$ cat src/rtl/regfile_pkg.sv
// Shared types and constants for the regfile_mc register file.
// The preload constants apply only when REGFILE_DEBUG_PRELOAD_EN is defined.
package regfile_pkg;

    typedef enum logic [1:0] {
        WB_ALU  = 2'd0,
        WB_LUI  = 2'd1,
        WB_LINK = 2'd2
    } wb_sel_e;

    typedef enum logic [1:0] {
        LD_B = 2'd0,
        LD_H = 2'd1,
        LD_W = 2'd2,
        LD_D = 2'd3
    } ld_size_e;

    localparam int PRELOAD_N = 3;
    localparam int PRELOAD_ADDR [PRELOAD_N] = '{5, 6, 8};
    localparam int PRELOAD_VAL  [PRELOAD_N] = '{5, 7, 12};

endpackage

$ cat src/rtl/regfile_mc_load_ext.sv
// Combinational load-data sign/zero extension from byte, half, word or double to XLEN.
// The value is moved to the top of the word and shifted back down, so one path covers every size.
module rf_load_ext
    import regfile_pkg::*;
#(
    parameter int XLEN = 32
) (
    input  logic [XLEN-1:0] raw_i,
    input  logic [1:0]      size_i,
    input  logic            unsigned_i,
    output logic [XLEN-1:0] ext_o
);

    logic [6:0]      sh;
    logic [XLEN-1:0] up;

    // NOTE: every always_comb output is given a default first, so no path can infer a latch.
    always_comb begin
        sh = 7'd0;
        case (ld_size_e'(size_i))
            LD_B:    sh = 7'(XLEN - 8);
            LD_H:    sh = 7'(XLEN - 16);
            LD_W:    sh = 7'(XLEN - 32);
            default: sh = 7'd0;  // a double on XLEN=32 is the same as a word
        endcase
        up    = raw_i << sh;
        ext_o = unsigned_i ? (up >> sh) : XLEN'($signed(up) >>> sh);
    end

endmodule

$ cat src/rtl/regfile_mc.sv
// RV32I/E integer register file with a write-port arbiter, a load skid buffer and a pending-load scoreboard.
// Optional: REGFILE_DEBUG_PRELOAD_EN seeds x5/x6/x8 at reset for bring-up without a loader.
module regfile_mc
    import regfile_pkg::*;
#(
    parameter int  XLEN   = 32,
    parameter int  NREGS  = 32,
    parameter int  BYPASS = 1,
    localparam int AW     = $clog2(NREGS)
) (
    input  logic             clk,
    input  logic             reset,
    input  logic [AW-1:0]    rs1_addr,
    input  logic [AW-1:0]    rs2_addr,
    output logic [XLEN-1:0]  rs1_data,
    output logic [XLEN-1:0]  rs2_data,
    output logic             rs1_busy,
    output logic             rs2_busy,
    input  logic             wb_valid,
    input  logic [AW-1:0]    wb_rd,
    input  logic [1:0]       wb_sel,
    input  logic [XLEN-1:0]  wb_alu_data,
    input  logic [XLEN-1:0]  wb_imm_data,
    input  logic [XLEN-1:0]  wb_link_data,
    input  logic             ld_issue_valid,
    input  logic [AW-1:0]    ld_issue_rd,
    output logic             ld_issue_ready,
    input  logic             ld_rsp_valid,
    output logic             ld_rsp_ready,
    input  logic [AW-1:0]    ld_rsp_rd,
    input  logic [XLEN-1:0]  ld_rsp_data,
    input  logic [1:0]       ld_rsp_size,
    input  logic             ld_rsp_unsigned,
    output logic [NREGS-1:0] busy_vec
);

    logic [XLEN-1:0]  regs_q [NREGS];
    logic [NREGS-1:0] busy_q, busy_d;
    logic             skid_valid_q, skid_valid_d;
    logic [AW-1:0]    skid_rd_q, skid_rd_d;
    logic [XLEN-1:0]  skid_data_q, skid_data_d;

    logic [XLEN-1:0]  wb_data, ext_data, w_data;
    logic [AW-1:0]    w_rd;
    logic             w_en, w_is_load, rsp_acc, issue_fire;
    logic             rs1_hit, rs2_hit;

    rf_load_ext #(.XLEN(XLEN)) u_ext (
        .raw_i      (ld_rsp_data),
        .size_i     (ld_rsp_size),
        .unsigned_i (ld_rsp_unsigned),
        .ext_o      (ext_data)
    );

    always_comb begin
        case (wb_sel_e'(wb_sel))
            WB_LUI:  wb_data = wb_imm_data;
            WB_LINK: wb_data = wb_link_data;
            default: wb_data = wb_alu_data;
        endcase
    end

    assign ld_rsp_ready   = !skid_valid_q;
    assign rsp_acc        = ld_rsp_valid && ld_rsp_ready;
    assign ld_issue_ready = !busy_q[ld_issue_rd];
    assign issue_fire     = ld_issue_valid && ld_issue_ready;
    assign busy_vec       = busy_q;

    // Write port priority: core write-back, then the parked response, then a fresh response.
    always_comb begin
        w_en         = 1'b0;
        w_is_load    = 1'b0;
        w_rd         = '0;
        w_data       = '0;
        skid_valid_d = skid_valid_q;
        skid_rd_d    = skid_rd_q;
        skid_data_d  = skid_data_q;
        if (wb_valid) begin
            w_en   = 1'b1;
            w_rd   = wb_rd;
            w_data = wb_data;
            if (rsp_acc) begin
                skid_valid_d = 1'b1;
                skid_rd_d    = ld_rsp_rd;
                skid_data_d  = ext_data;
            end
        end else if (skid_valid_q) begin
            w_en         = 1'b1;
            w_is_load    = 1'b1;
            w_rd         = skid_rd_q;
            w_data       = skid_data_q;
            skid_valid_d = 1'b0;
        end else if (rsp_acc) begin
            w_en      = 1'b1;
            w_is_load = 1'b1;
            w_rd      = ld_rsp_rd;
            w_data    = ext_data;
        end
    end

    // Busy clears only when the load data lands in the array, not while it sits in the skid.
    always_comb begin
        busy_d = busy_q;
        if (w_en && w_is_load) busy_d[w_rd] = 1'b0;
        if (issue_fire) busy_d[ld_issue_rd] = 1'b1;
        busy_d[0] = 1'b0;
    end

    assign rs1_hit  = (BYPASS != 0) && w_en && (w_rd != '0) && (rs1_addr == w_rd);
    assign rs2_hit  = (BYPASS != 0) && w_en && (w_rd != '0) && (rs2_addr == w_rd);
    assign rs1_data = rs1_hit ? w_data : regs_q[rs1_addr];
    assign rs2_data = rs2_hit ? w_data : regs_q[rs2_addr];
    assign rs1_busy = busy_q[rs1_addr] && !rs1_hit;
    assign rs2_busy = busy_q[rs2_addr] && !rs2_hit;

    // NOTE: state is updated with non-blocking assignments, so every block reads pre-edge values.
    // NOTE: the array is deliberately reset as flops; software relies on a zeroed register file.
    always_ff @(posedge clk) begin
        if (reset) begin
            for (int i = 0; i < NREGS; i++) regs_q[i] <= '0;
`ifdef REGFILE_DEBUG_PRELOAD_EN
            for (int i = 0; i < PRELOAD_N; i++) regs_q[PRELOAD_ADDR[i]] <= XLEN'(PRELOAD_VAL[i]);
`endif
            busy_q       <= '0;
            skid_valid_q <= 1'b0;
            skid_rd_q    <= '0;
            skid_data_q  <= '0;
        end else begin
            if (w_en && (w_rd != '0)) regs_q[w_rd] <= w_data;
            busy_q       <= busy_d;
            skid_valid_q <= skid_valid_d;
            skid_rd_q    <= skid_rd_d;
            skid_data_q  <= skid_data_d;
        end
    end

    a_wb_not_busy: assert property (@(posedge clk) disable iff (reset)
        (wb_valid && (wb_rd != '0)) |-> !busy_q[wb_rd]);
    a_rsp_busy: assert property (@(posedge clk) disable iff (reset)
        (rsp_acc && (ld_rsp_rd != '0)) |-> busy_q[ld_rsp_rd]);

endmodule

$ cat config.mk
export PLATFORM = sky130hd
export DESIGN_NAME = regfile_mc
export DESIGN_NICKNAME = d
export VERILOG_FILES = /design/src/rtl/regfile_pkg.sv /design/src/rtl/regfile_mc_load_ext.sv /design/src/rtl/regfile_mc.sv
export SDC_FILE = /design/constraint.sdc
export NUM_CORES = 2
export LEC_CHECK = 0
export BUFFER_PORTS_ARGS = -buffer_cell sky130_fd_sc_hd__buf_2
export CAP_MARGIN = 5
export CORE_ASPECT_RATIO = 1.5
export CORE_UTILIZATION = 55
export CTS_CLUSTER_DIAMETER = 40
export CTS_CLUSTER_SIZE = 40
export DETAILED_ROUTE_END_ITERATION = 6
export PLACE_DENSITY = 0.7
export SLEW_MARGIN = 10
export SYNTH_ARGS = -nofsm -noshare
export SYNTH_HDL_FRONTEND = slang
export SYNTH_HIERARCHICAL = 1
export SYNTH_SLANG_ARGS = --single-unit
$ cat constraint.sdc
create_clock -name clk -period 8.1 [get_ports clk]
set_clock_uncertainty 0.1 [all_clocks]
set_input_delay 1.62 -clock clk [delete_from_list [all_inputs] [get_ports clk]]
set_output_delay 1.62 -clock clk [all_outputs]
set_load 0.02 [all_outputs]
# == Yosys cells after proc, flatten, opt, wreduce, memory -nomap -nowiden ==
# Memory sizes are Yosys's and may differ from the RTL's.
# Index checks and enable logic that the tools add are counted.
# W data, S select, Z words.
# totals
elab_cells,78
memories,1
in_bits,163
mem_bits_rw,1024
reg_bits,70
# classes
reduce_logical,19
n_shift,3
n_eq_ne,5
mux,35
order_cmp,6
n_bitwise,4
# memory_table
name,depth,width,read_ports,rd_clocked_by_memory_dff,write_ports,line,text
regs_q,32,32,2,0,32,regfile_mc.sv:37,logic [XLEN-1:0] regs_q [NREGS];
# op_table
operator,count
$mux W32,9
$pmux W32 S2,1
$and A32 B32 Y32,1
$not A32 Y32,1
$or A32 B32 Y32,1
$reduce_or A32 Y1,1
$shl A32 B5 Y32,1
$shr A32 B5 Y32,1
$sshr A32 B5 Y32,1
$lt A5 B6 Y1 const B,4
$mux W5,4
$bmux W1 S5,3
$mux W1,15
$demux W1 S5,2
$eq A5 B5 Y1,2
$ge A5 B1 Y1 const B,2
$logic_and A1 B1 Y1,10
$pmux W5 S2,1
$reduce_bool A5 Y1,1
$eq A2 B1 Y1 const B,2
$logic_not A1 Y1,4
$eq A2 B2 Y1 const B,1
$logic_not A2 Y1,1
$reduce_and A2 Y1,1
2 further kinds,2

# == Longest topological paths before layout ==
# depth
depth_word,14
ltp_mapped,10
mapped_depth_nobuf,6

# == Cells and area by module ==
# Netlist, hierarchy kept.
# modules_own_cells
mod,instances,seq_area_each_um2,cells_each,area_each_um2
regfile_mc,1,32130.8,4202,56291.5
rf_load_ext,1,0.0,67,326.6

# == Worst setup path after synthesis ==
# No wires, ideal clock.
# synth_path
kind,input to output
startpoint,in rs1_addr[0]
endpoint,out rs1_data[10]
arrival_time_ps,3517
path_slack_ps,2863
path_stages,8
cell_sequence,clkbuf_1 -> buf_1 -> xor2_1 -> nor4_1 -> o311a_1 -> buf_2 -> buf_2 -> mux2i_1
# synth_between
elab_chain_cells,3
# synth_lines
element,line,text
from (decl),regfile_mc.sv:13,"input logic [AW-1:0] rs1_addr,"
branches (longest 2 deep; another with $mem_v2 Z32 W32),--,
$mux W32 (*),regfile_mc.sv:111,assign rs1_data = rs1_hit ? w_data : regs_q[rs1_addr];
to (decl),regfile_mc.sv:15,"output logic [XLEN-1:0] rs1_data,"
# Mark *: on every way between the ends.

# == Worst setup path after layout ==
# layout_path
startpoint,in wb_valid
endpoint,out rs2_data[20]
# layout_between
elab_chain_cells,5
# layout_lines
element,line,text
from (decl),regfile_mc.sv:19,"input logic wb_valid,"
$mux W5,regfile_mc.sv:78,if (wb_valid) begin
$reduce_bool A5 Y1,regfile_mc.sv:110,assign rs2_hit = (BYPASS != 0) && w_en && (w_rd != '0) && (rs2_addr == w_rd);
$logic_and A1 B1 Y1 (2 in a row),regfile_mc.sv:110,
$mux W32 (*),regfile_mc.sv:112,assign rs2_data = rs2_hit ? w_data : regs_q[rs2_addr];
to (decl),regfile_mc.sv:16,"output logic [XLEN-1:0] rs2_data,"
# Every way passes the cells marked *; elsewhere a longest branch is shown, timed or not.

==> impl_metrics.csv <==
group,metric,value,unit
run,maxCapViolations,0,
sta,setup_ws,1.24,ns
die,rows,143,
placed_design,hpwlAfterDp,117000,µm
synthesis,yosysSeqAreaShare,56.8,%
power,p_leak,22.3,nW
sta,finalSetupViolCount,0,
clock_network,clkSinkCount,1093,
synthesis,syn_area,56600,µm²
route,drc_errors,3,
clock_network,cts_tree,"built",
clock_network,ctsResizeCount,0,
global_route,grt_start_max_net_pins,75,
global_route,grt_pass1_wl,273000,µm
clock_network,cts_buffers,106,
status,violations,"DRC",
layout,seqCellArea,32100,µm²
route,firstDrtPassIters,7,
die,coreArea,102000,µm²
route,ant_nets,0,
power,switchingPower,3.82,mW
hold_path,hp-class,"flip-flop to flip-flop",
layout,drive_gt1_share,27.8,%
setup_path,endpoint_kind,"primary output",
power,clkPwrFrac,38.9,%
sta,fin_tns_setup,0,ns
route,wl_per_cell,33.1,µm
setup_path,start_kind,"input port",
global_route,grt.overflow.total,0,
synthesis,synth.area.top_cells,"edfxtp_1 (54%), mux4_2 (21%), nor2_1 (6.6%)",
clock_network,cts_hold_buf,0,
synthesis,synth_flop_cell,"edfxtp_1",
clock_network,clk-insertion-delay-late,0.73,ns
die,dieWidth,264,µm
synthesis,synth_warnings,6,
synthesis,avgSynthCellArea,13.3,µm²
route,via_per_inst,7.13,
global_route,grt_usage,36.5,%
global_route,grt_pass1_vias,41200,
power,pwr-share-seq,47.2,%
power,switching_share,27.5,%
die,fp.dieH,395,µm
die,dieArea,104000,µm²
clock_network,cts_max_path_buffers,3,
sta,finalMaxSlewViolations,0,
setup_path,cp_data_required_time,6.38,ns
synthesis,yosys.cell_count.top_type,"edfxtp_1",
power,p_total,13.9,mW
sta,maxSlewHeadroom,15.2,%
setup_path,arrival,5.14,ns
power,vdd_drop_max,0.192,mV
die,initial_utilization,55.7,%
die,io_pins,263,
route,drt_iter0_markers,5756,
layout,fill_cells,7650,
layout,finalNetCount,4524,
route,wl,190000,µm
sta,fmax,0.146,GHz
layout,areaGrowthSynthToFinish,11.9,%
layout,multi_input_area,23000,µm²
setup_path,cp_max_fo,26,
setup_path,crit_type,"input port to primary output",
synthesis,synthArstFlopShare,0,%
clock_network,post-cts-setup-buffers,0,
synthesis,ys_top_cells_by_count,"edfxtp_1 (1024), nor2_1 (1003), mux4_2 (533)",
synthesis,yosys.cell_types.count,54,
sta,worst_pin_slew,1.27,ns
power,combPwrFrac,13.9,%
synthesis,synth_seq_cells,1093,
status,status,"finished, violations left",
route,vias,41100,
synthesis,yosys.area.top_type,"edfxtp_1",
synthesis,synth-edff-count,1024,
synthesis,synth_top_area_share,54.3,%
clock_network,clk_pin_slew,0.06,ns
sta,min_period_over_period,84.7,%
clock_network,cts_max_level,3,
power,intPower,10.1,mW
clock_network,cts-root-buf,"clkbuf_16",
sta,rsz0062_at_grt,"no",
global_route,grt_antenna_before_repair,9,
synthesis,synthCells,4269,
sta,period_needed,6.86,ns
placed_design,port_buffers,261,
sta,hold_violations,0,
placed_design,gp_congestion,0.936,
power,powerDensity,220,nW/µm²
placed_design,dpl_worst_slack,1.48,ns
[layout by cell type, fill, tap and decap left out, drive strengths merged, types with 6 or more instances in the layout]
cell type and instances:
a21oi 126, a22oi 160, buf 419, bufinv 10
clkbuf 120, clkinv 32, clkinvlp 7, conb 33
dfxtp 69, edfxtp 1024, inv 35, mux2i 68
mux4 535, nand2 319, nand2b 43, nand3 8
nand3b 6, nor2 1003, nor2b 13, nor3 67
nor3b 6, o211ai 32, o21ai 124, o22ai 143
xor2 6
[final cells by class]
cell class                      instances  share of cell area (%)
Multi-Input combinational cell       2735                    36.3
Sequential cell                      1093                    50.7
Inverter                                4                  0.0237
Antenna cell                            4                  0.0158
Tap cell                             1305                    2.58
Clock inverter                         80                    1.51
Clock buffer                          120                    4.54
Timing Repair Buffer                  419                    4.29
[metrics by stage]
step	area (µm²)	std cells	hold slack [ns]	util, %
global route	63300	5759	0.376	62.3
global placement	59500	5556	0.341	58.5
CTS	63300	5756	0.357	62.3
finish	63300	5760	0.355	62.3
detailed placement	59500	5556	0.347	58.5
floorplan	56700	4301	0.336	-
[metal layers]
metal | part of all wire [%] | wire length (µm) | vias to the layer above | global-route usage, %
met2 | 50 | 94600 | 3438 | 60.8
met4 | 7.2 | 13800 | 16 | 24.7
met1 | 30 | 57600 | 20300 | 41.7
met5 | 0.048 | 92 | - | 0
met3 | 13 | 24300 | 838 | 9.00
li1 | - | - | 16400 | -
[worst max-delay path: stages]
cell	delay, ns
buf_4	0.28
a21oi_1	0.07
a21oi_1	0.90
xor2_1	0.14
nor4_1	0.32
o311a_2	0.78
buf_4	0.51
mux2i_1	0.26
buf_2	0.20
[final timing paths]
check,start,slack (ns),cells past startpoint,end
setup reg to reg,skid_valid_q$_SDFFE_PP0N_,3.55,8,regs_q[25][25]$_SDFFCE_PN0P_
setup / recovery,wb_valid,1.24,9,rs2_data[20]
hold reg to reg,skid_data_q[16]$_SDFFE_PP0P_,0.36,2,skid_data_q[16]$_SDFFE_PP0P_
hold / removal,skid_data_q[16]$_SDFFE_PP0P_,0.36,2,skid_data_q[16]$_SDFFE_PP0P_
[registers in the layout, indices dropped and copies added (netlist names)]
register / count
regs_q: 1024
skid_data_q: 32
busy_vec: 31
skid_rd_q: 5
skid_valid_q: 1
[power groups by stage]
| stage | clock [mW] | sequential [mW] | combinational [mW] |
|---|---|---|---|
| 6_report | 5.42 | 6.56 | 1.94 |
| 5_1_grt | 5.61 | 6.59 | 2.00 |
| 4_1_cts | 5.42 | 6.56 | 1.89 |
| 3_5_place_dp | 0 | 6.68 | 1.88 |
| 3_3_place_gp | 0 | 6.65 | 1.87 |
| 2_1_floorplan | 0 | 6.63 | 1.20 |
[cell families (layout without fill, tap and decap cells)]
| group | Yosys count | after routing | share of synthesized area, % |
|---|---|---|---|
| compound gates | 596 | 596 | 6.55 |
| xor+xnor | 10 | 10 | 0.155 |
| fa+ha+maj | 2 | 2 | 0.0442 |
| buf+inv | 473 | 623 | 3.34 |
| flops | 1093 | 1093 | 56.8 |
| mux | 607 | 607 | 22.6 |
| other cells | 1 | 37 | 0.00662 |
| simple gates | 1487 | 1487 | 10.6 |
Power figures use the tool's default switching activity.
